File: src/rtl/l2_req_out_packetizer.sv
// Packetizes an L2 outgoing request into NoC flits: HEAD, ADDR, then one DATA
// flit per set word_mask bit for data-carrying messages.
module l2_req_out_packetizer #(
  parameter int WORDS_PER_LINE = 2,
  parameter int FLIT_W         = 66
) (
  input  logic                        clk,
  input  logic                        rst,
  input  logic                        l2_req_out_valid,
  output logic                        l2_req_out_ready,
  input  logic [4:0]                  coh_msg,
  input  logic [1:0]                  hprot,
  input  logic [31:0]                 addr,
  input  logic [WORDS_PER_LINE-1:0]   word_mask,
  input  logic [64*WORDS_PER_LINE-1:0] line,
  input  logic [7:0]                  src_id,
  input  logic [7:0]                  dest_id,
  output logic [FLIT_W-1:0]           noc_flit,
  output logic                        noc_flit_valid,
  input  logic                        noc_flit_ready,
  output logic [15:0]                 pkt_cnt,
  output logic [1:0]                  fsm_state
);

  localparam int WORD_BITS = (WORDS_PER_LINE > 1) ? $clog2(WORDS_PER_LINE) : 1;

  localparam logic [4:0] REQ_ODATA  = 5'd1;
  localparam logic [4:0] REQ_WT     = 5'd2;
  localparam logic [4:0] REQ_WTDATA = 5'd3;
  localparam logic [4:0] REQ_WB     = 5'd5;

  typedef enum logic [1:0] {IDLE, HEAD, ADDR, DATA} state_t;

  state_t                        state_q, state_d;
  logic [4:0]                    msg_q;
  logic [1:0]                    hprot_q;
  logic [31:0]                   addr_q;
  logic [WORDS_PER_LINE-1:0]     mask_q;
  logic [64*WORDS_PER_LINE-1:0]  line_q;
  logic [7:0]                    src_q;
  logic [7:0]                    dst_q;
  logic [WORD_BITS-1:0]          word_idx_q, word_idx_d;
  logic [WORD_BITS-1:0]          first_idx, next_idx;
  logic                          next_found;
  logic                          has_data;
  logic                          accept, xfer, tail_xfer;
  logic [63:0]                   payload;
  logic                          head_bit, tail_bit;
  logic [15:0]                   pkt_cnt_q;

  // Handshake: a beat moves on a cycle where valid & ready are both high at the
  // rising edge; a producer holding valid keeps its data stable until then.
  assign accept    = l2_req_out_valid & l2_req_out_ready;
  assign xfer      = noc_flit_valid & noc_flit_ready;
  assign has_data  = (msg_q == REQ_WT || msg_q == REQ_WB || msg_q == REQ_WTDATA ||
                      msg_q == REQ_ODATA) && (|mask_q);
  assign pkt_cnt   = pkt_cnt_q;
  assign fsm_state = state_q;

  // Lowest set mask bit overall, and lowest set bit above the current word.
  always_comb begin
    first_idx  = '0;
    next_idx   = '0;
    next_found = 1'b0;
    for (int i = WORDS_PER_LINE - 1; i >= 0; i--) begin
      if (mask_q[i]) first_idx = WORD_BITS'(i);
      if (mask_q[i] && (i > int'(word_idx_q))) begin
        next_idx   = WORD_BITS'(i);
        next_found = 1'b1;
      end
    end
  end

  always_comb begin
    state_d    = state_q;
    word_idx_d = word_idx_q;
    tail_xfer  = 1'b0;
    case (state_q)
      IDLE: if (accept) state_d = HEAD;
      HEAD: if (xfer) state_d = ADDR;
      ADDR: if (xfer) begin
        if (has_data) begin
          state_d    = DATA;
          word_idx_d = first_idx;
        end else begin
          state_d   = IDLE;
          tail_xfer = 1'b1;
        end
      end
      DATA: if (xfer) begin
        if (next_found) begin
          word_idx_d = next_idx;
        end else begin
          state_d   = IDLE;
          tail_xfer = 1'b1;
        end
      end
      default: state_d = IDLE;
    endcase
  end

  // Flit is built purely from registered state, so it holds still under stall.
  always_comb begin
    payload          = '0;
    head_bit         = 1'b0;
    tail_bit         = 1'b0;
    noc_flit_valid   = (state_q != IDLE);
    l2_req_out_ready = (state_q == IDLE) && !rst;
    case (state_q)
      HEAD: begin
        head_bit = 1'b1;
        payload  = {dst_q, src_q, msg_q, hprot_q, 41'd0};
        payload[WORDS_PER_LINE-1:0] = mask_q;
      end
      ADDR: begin
        tail_bit = !has_data;
        payload  = {32'd0, addr_q};
      end
      DATA: begin
        tail_bit = !next_found;
        payload  = line_q[int'(word_idx_q)*64 +: 64];
      end
      default: payload = '0;
    endcase
    noc_flit     = '0;
    noc_flit[65] = head_bit;
    noc_flit[64] = tail_bit;
    noc_flit[63:0] = payload;
  end

  always_ff @(posedge clk or posedge rst) begin
    if (rst) begin
      state_q    <= IDLE;
      word_idx_q <= '0;
    end else begin
      state_q    <= state_d;
      word_idx_q <= word_idx_d;
    end
  end

  always_ff @(posedge clk or posedge rst) begin
    if (rst) begin
      msg_q     <= '0;
      hprot_q   <= '0;
      addr_q    <= '0;
      mask_q    <= '0;
      line_q    <= '0;
      src_q     <= '0;
      dst_q     <= '0;
      pkt_cnt_q <= '0;
    end else begin
      if (accept) begin
        msg_q   <= coh_msg;
        hprot_q <= hprot;
        addr_q  <= addr;
        mask_q  <= word_mask;
        line_q  <= line;
        src_q   <= src_id;
        dst_q   <= dest_id;
      end
      if (tail_xfer && pkt_cnt_q != 16'hFFFF) pkt_cnt_q <= pkt_cnt_q + 16'd1;
    end
  end

endmodule

File: config.mk
export PLATFORM = sky130hd
export DESIGN_NAME = l2_req_out_packetizer
export DESIGN_NICKNAME = d
export VERILOG_FILES = /design/src/rtl/l2_req_out_packetizer.sv
export SDC_FILE = /design/constraint.sdc
export NUM_CORES = 1
export LEC_CHECK = 0
export CAP_MARGIN = 30
export CORE_MARGIN = 2
export CORE_UTILIZATION = 40
export CTS_CLUSTER_SIZE = 25
export DETAILED_ROUTE_END_ITERATION = 7
export GPL_ROUTABILITY_DRIVEN = 0
export MAX_ROUTING_LAYER = met4
export PLACE_DENSITY = 0.76
export SLEW_MARGIN = 20
export SYNTH_ARGS = -nofsm -noshare
export SYNTH_HDL_FRONTEND = slang
export SYNTH_SLANG_ARGS = --single-unit
File: constraint.sdc
create_clock -name clk -period 7.78 [get_ports clk]
set_input_delay 1.556 -clock clk [delete_from_list [all_inputs] [get_ports clk]]
set_output_delay 1.556 -clock clk [all_outputs]
set_load 0.02 [all_outputs]
# Yosys cells after proc, flatten, opt, wreduce, memory -nomap -nowiden
# Index checks and enable logic that the tools add are counted.
# word_totals
regBits	204
latch_bits	0
mem_bits_rw	0
mem_bits_ro	0
in_bits	189
out_inout_bits	86
wordCells	69
memories	0
# classes
addsub	1
n_mul	0
n_div	0
order_cmp	1
eq_ne	15
shifts	1
n_mux	23
bitwise	2
reduce_logical	16
# ops
op	count
64-bit case mux with 3 select lines	1
128-bit by 8-bit indexed part select with 64-bit output	1
16-bit by 1-bit adder with 16-bit output (second input constant)	1
16-bit inequality test (second input constant)	1
2-bit inequality test (second input constant)	7
1-bit 2-to-1 mux	12
2-bit 2-to-1 mux	6
5-bit by 2-bit equality test with 1-bit output (second input constant)	2
5-bit AND reduction	2
2-bit case mux with 4 select lines	1
1-bit case mux with 2 select lines	3
5-bit by 1-bit equality test with 1-bit output (second input constant)	1
5-bit by 3-bit equality test with 1-bit output (second input constant)	1
2-bit equality test (second input constant)	2
1-bit logical AND	4
2-bit nonzero test	2
1-bit logical NOT	3
1-bit logical OR	3
1-bit AND	2
2-bit by 1-bit equality test with 1-bit output (second input constant)	1
2-bit logical NOT	1
2-bit OR reduction	1
1-bit > comparator (first input constant)	1

# Depth between registers and ports, before layout
# logic_depth
word_depth	9
mapped_depth	8

# Least setup slack after synthesis
# No wires, ideal clock.
# synth_path
kind	input -> output
start	in rst
end	out l2_req_out_ready
arrival_ps	1770
required_time_ps	6224
slack_ps	4454
stages	1
path_buffers	0
path_cell_list	nor2_2
# synth_between
elab_chain_len	2
# synth_rtl
element	line	text
start: declaration	8	input logic rst,
1-bit logical NOT (no line)	-	
1-bit logical AND	108	l2_req_out_ready = (state_q == IDLE) && !rst;
end: declaration	10	output logic l2_req_out_ready,
# No other way between the ends.

# Worst setup path after layout
# layout_path
start	reg word_idx_q
end	out noc_flit[1]
# layout_between
elab_chain_len	2
# layout_rtl
element	line	text
start: declaration	42	logic [WORD_BITS-1:0] word_idx_q, word_idx_d;
start signal: assignment	137	word_idx_q <= word_idx_d;
128-bit by 8-bit indexed part select with 64-bit output	121	payload = line_q[int'(word_idx_q)*64 +: 64];
64-bit case mux with 3 select lines	109	case (state_q)
end: declaration	18	output logic [FLIT_W-1:0] noc_flit,
# No other way between the ends.

==> results.md <==
- Outcome: finished, final reports clean
- Count leader, synth: dfrtp_1
- Post-synth ARST share: 1.000
- Final #Nets: 1148
- Total Wirelength: 23410 um
- Post-CTS Setup Inserts: 0
- Layout fillers: 1962
- Multiplexer share of the synthesized area: 0.2893
- First-pass GRT wire length: 36060 um
- PostCTS Resize Cnt: 0
- # placed instances: 1251
- Largest driver fanout on the critical path: 35
- Netlist cell types: 40
- CTS tree: done
- Final hold vios: 0
- CTS root buf: clkbuf_16
- WP data arrival: 3110 ps
- Critical Path Slowest Stage Cell: dfrtp_4
- Primary FF master, synth: dfrtp_1
- Post-synth top area share: 0.5378
- Vias/cell: 5.006
- Die area: 0.02498 mm^2
- Syn Nets: 891
- Mapped cell area: 0.009493 mm^2
- Clk pin slew, worst setup/hold paths: 60 ps
- Routed len/inst: 18.08 um
- Hold Crit Class: reg2reg
- Row cnt: 56
- Cell taking the most area after synthesis: dfrtp_1
- Peak supply drop: 0.2065 mV
- Leak: 6.254 nW
- DRC Markers: 0
- Grt total ovfl: 0
- Post-synthesis compound-gate area fraction: 0.06959
- Design Area, Final: 0.01327 mm^2
- GRT met3 Usage: 0.05502
- Max clock buf depth: 3
- Setup_tns: 0 ps
- Synth Area in Simple Gates: 0.05009
- Placed instance area: 0.01242 mm^2
- Cells after Synth: 701
- Critical Path RT: 6220 ps
- PortBufs: 274
- Post-route insts no fill: 1295
- Initial Util: 0.4056
- Crit path kind: reg2out
- Clk Latency, worst-skew pair: 500 ps
- List of most frequent post-synthesis cells: 204 x dfrtp_1, 118 x mux2_1, 69 x mux2_2
- Fmax: 0.2145 GHz
- Power, Total: 4.886 mW
- Post-CTS Hold Buffers: 0
- DP HPWL: 15990 um
- Part of the cycle the worst path needs: 0.5992
- Post-Synth XOR/XNOR Area: 0.01292
- Sequential cell area fraction in the yosys report: 0.5378
- Largest net degree at the start of global routing: 89
- GR Util met2: 0.3166
- Startpoint types: register
- Pre-antenna DRT Iters: 4
- Total track usage: 0.1897
- Die W: 158.1 um
- Max Slew Vio Count: 0
- Yosys Warn Count: 0
- Critical Path End Type: output pin
- GRT met1 Usage: 0.2277
- Post-synth EDFFs: 0
- Top Usage Layer GRT: met2
- MaxCap Viol Count: 0
- Largest family of logic cells by synthesized area: multiplexers
- Worst path max stage delay: 860 ps
- CTS H-Tree Depth: 1
- Initial antenna violation count: 2
- Clk sinks: 204
- CORE AREA: 0.02340 mm^2
- Seq cells post-synth: 204
- RSZ-0062 raised after global routing: false
- Layout cells sized above 1: 0.1263
- Power Dens Cells: 368.1 mW/mm^2
- Total number of vias: 6483
- Worst-margin pin slew: 823.5 ps
- Layout area overhead: 39.83%
- Slew HR: 0.4510
- Inserted Clock Buffers: 24
- Worst-path cell chain: buf_4, mux2i_1, nand2_1, o211ai_1, o21ai_0, clkdlybuf4s50_1
- Final Core Density: 0.5672
- Syn_area_per_cell: 13.54 um^2
- Min cycle time layout: 4662 ps
- IO Pins: 275
- Antenna Nets Post-Route: 0
- Final setup fails: 0
- Clock Skew: 9.819 ps
- Synth Area in Adders: 0.001318
- Chip height: 158.1 um
- Initial drt markers: 209
- Vias in the first global route: 6800
- Synth top area cells: dfrtp_1 54%, mux2_1 14%, mux2_2 8.2%
[layout by cell type (no fill, tap or decap), types with 6 or more instances in the layout]
| cell type | count |
|---|---|
| clkdlybuf4s50_1 | 274 |
| dfrtp_1 | 201 |
| mux2_1 | 118 |
| mux2_2 | 69 |
| mux2i_1 | 64 |
| nand2_1 | 61 |
| o211a_1 | 54 |
| clkbuf_16 | 25 |
| nor2_1 | 14 |
| xnor2_1 | 13 |
| nand3_1 | 8 |
| nand4_1 | 7 |
| buf_4 | 7 |
| clkbuf_1 | 6 |
[final cells by class]
type / instances / area (um^2) / area share
diodes: 2 / 5.005 / 0.0003770
clock buffers: 36 / 716.9 / 0.05401
clock inverters: 6 / 130.1 / 0.009803
inverters: 3 / 18.77 / 0.001414
multi-input cells: 441 / 4020 / 0.3029
flip-flops and latches: 204 / 5114 / 0.3852
well taps: 319 / 399.1 / 0.03007
repair buffers: 284 / 2870 / 0.2162
[state kept, by name, indices dropped and copies added, names as in the netlist]
signal,cells
dst_q,8
fsm_state,2
word_idx_q,1
pkt_cnt,16
addr_q,32
mask_q,2
src_q,8
line_q,128
hprot_q,2
msg_q,5
[through the flow]
step                setup WS (ps)  hold slack [ps]
detailed placement           3310            473.9
global placement             3311            466.0
finish                       3118            481.3
global route                 2915            491.8
CTS                          3034            486.4
floorplan                   656.6            457.4
[kinds of logic after synthesis]
group | Yosys count
adders and majority gates | 1
buffers and inverters | 56
xor gates and xnor gates | 14
DFF | 204
muxes | 251
and+or+nand+nor | 106
AOI/OAI and AO/OA | 69
[final timing paths]
check / startpoint / to / slack [ps] / depth (start not counted)
min in group asynchronous: rst / line_q[15] / 1670 / 2
max in group asynchronous: rst / line_q[96] / 4570 / 4
min reg2reg: line_q[46] / line_q[46] / 480 / 1
max: word_idx_q / noc_flit[1] / 3120 / 6
max reg2reg: fsm_state[0] / line_q[16] / 4460 / 6
min: line_q[46] / line_q[46] / 480 / 1
[metal layers]
layer | wire length [um] | share of wire | vias up
li1 | - | - | 3033
met1 | 9883 | 0.42 | 3216
met2 | 11300 | 0.48 | 199
met3 | 1755 | 0.075 | 35
met4 | 467 | 0.020 | 0
met5 | 0 | 0 | -
[report_power, final]
group          internal [mW]  total (mW)  leakage (nW)  switching [mW]
Combinational          0.974        1.78          3.41           0.810
Clock                  0.764        1.19         0.415           0.426
Sequential              1.57        1.91          2.43           0.339
[critical path, delay by kind of cell, from the launching register on]
kind | cells | cell delay, ps
flip-flops | 1 | 860
multiplexers | 1 | 250
buffers and inverters | 2 | 1230
AO/OA/AOI/OAI | 2 | 190
AND/OR/NAND/NOR | 1 | 70
Note: power is estimated with default switching activity, not from simulation.
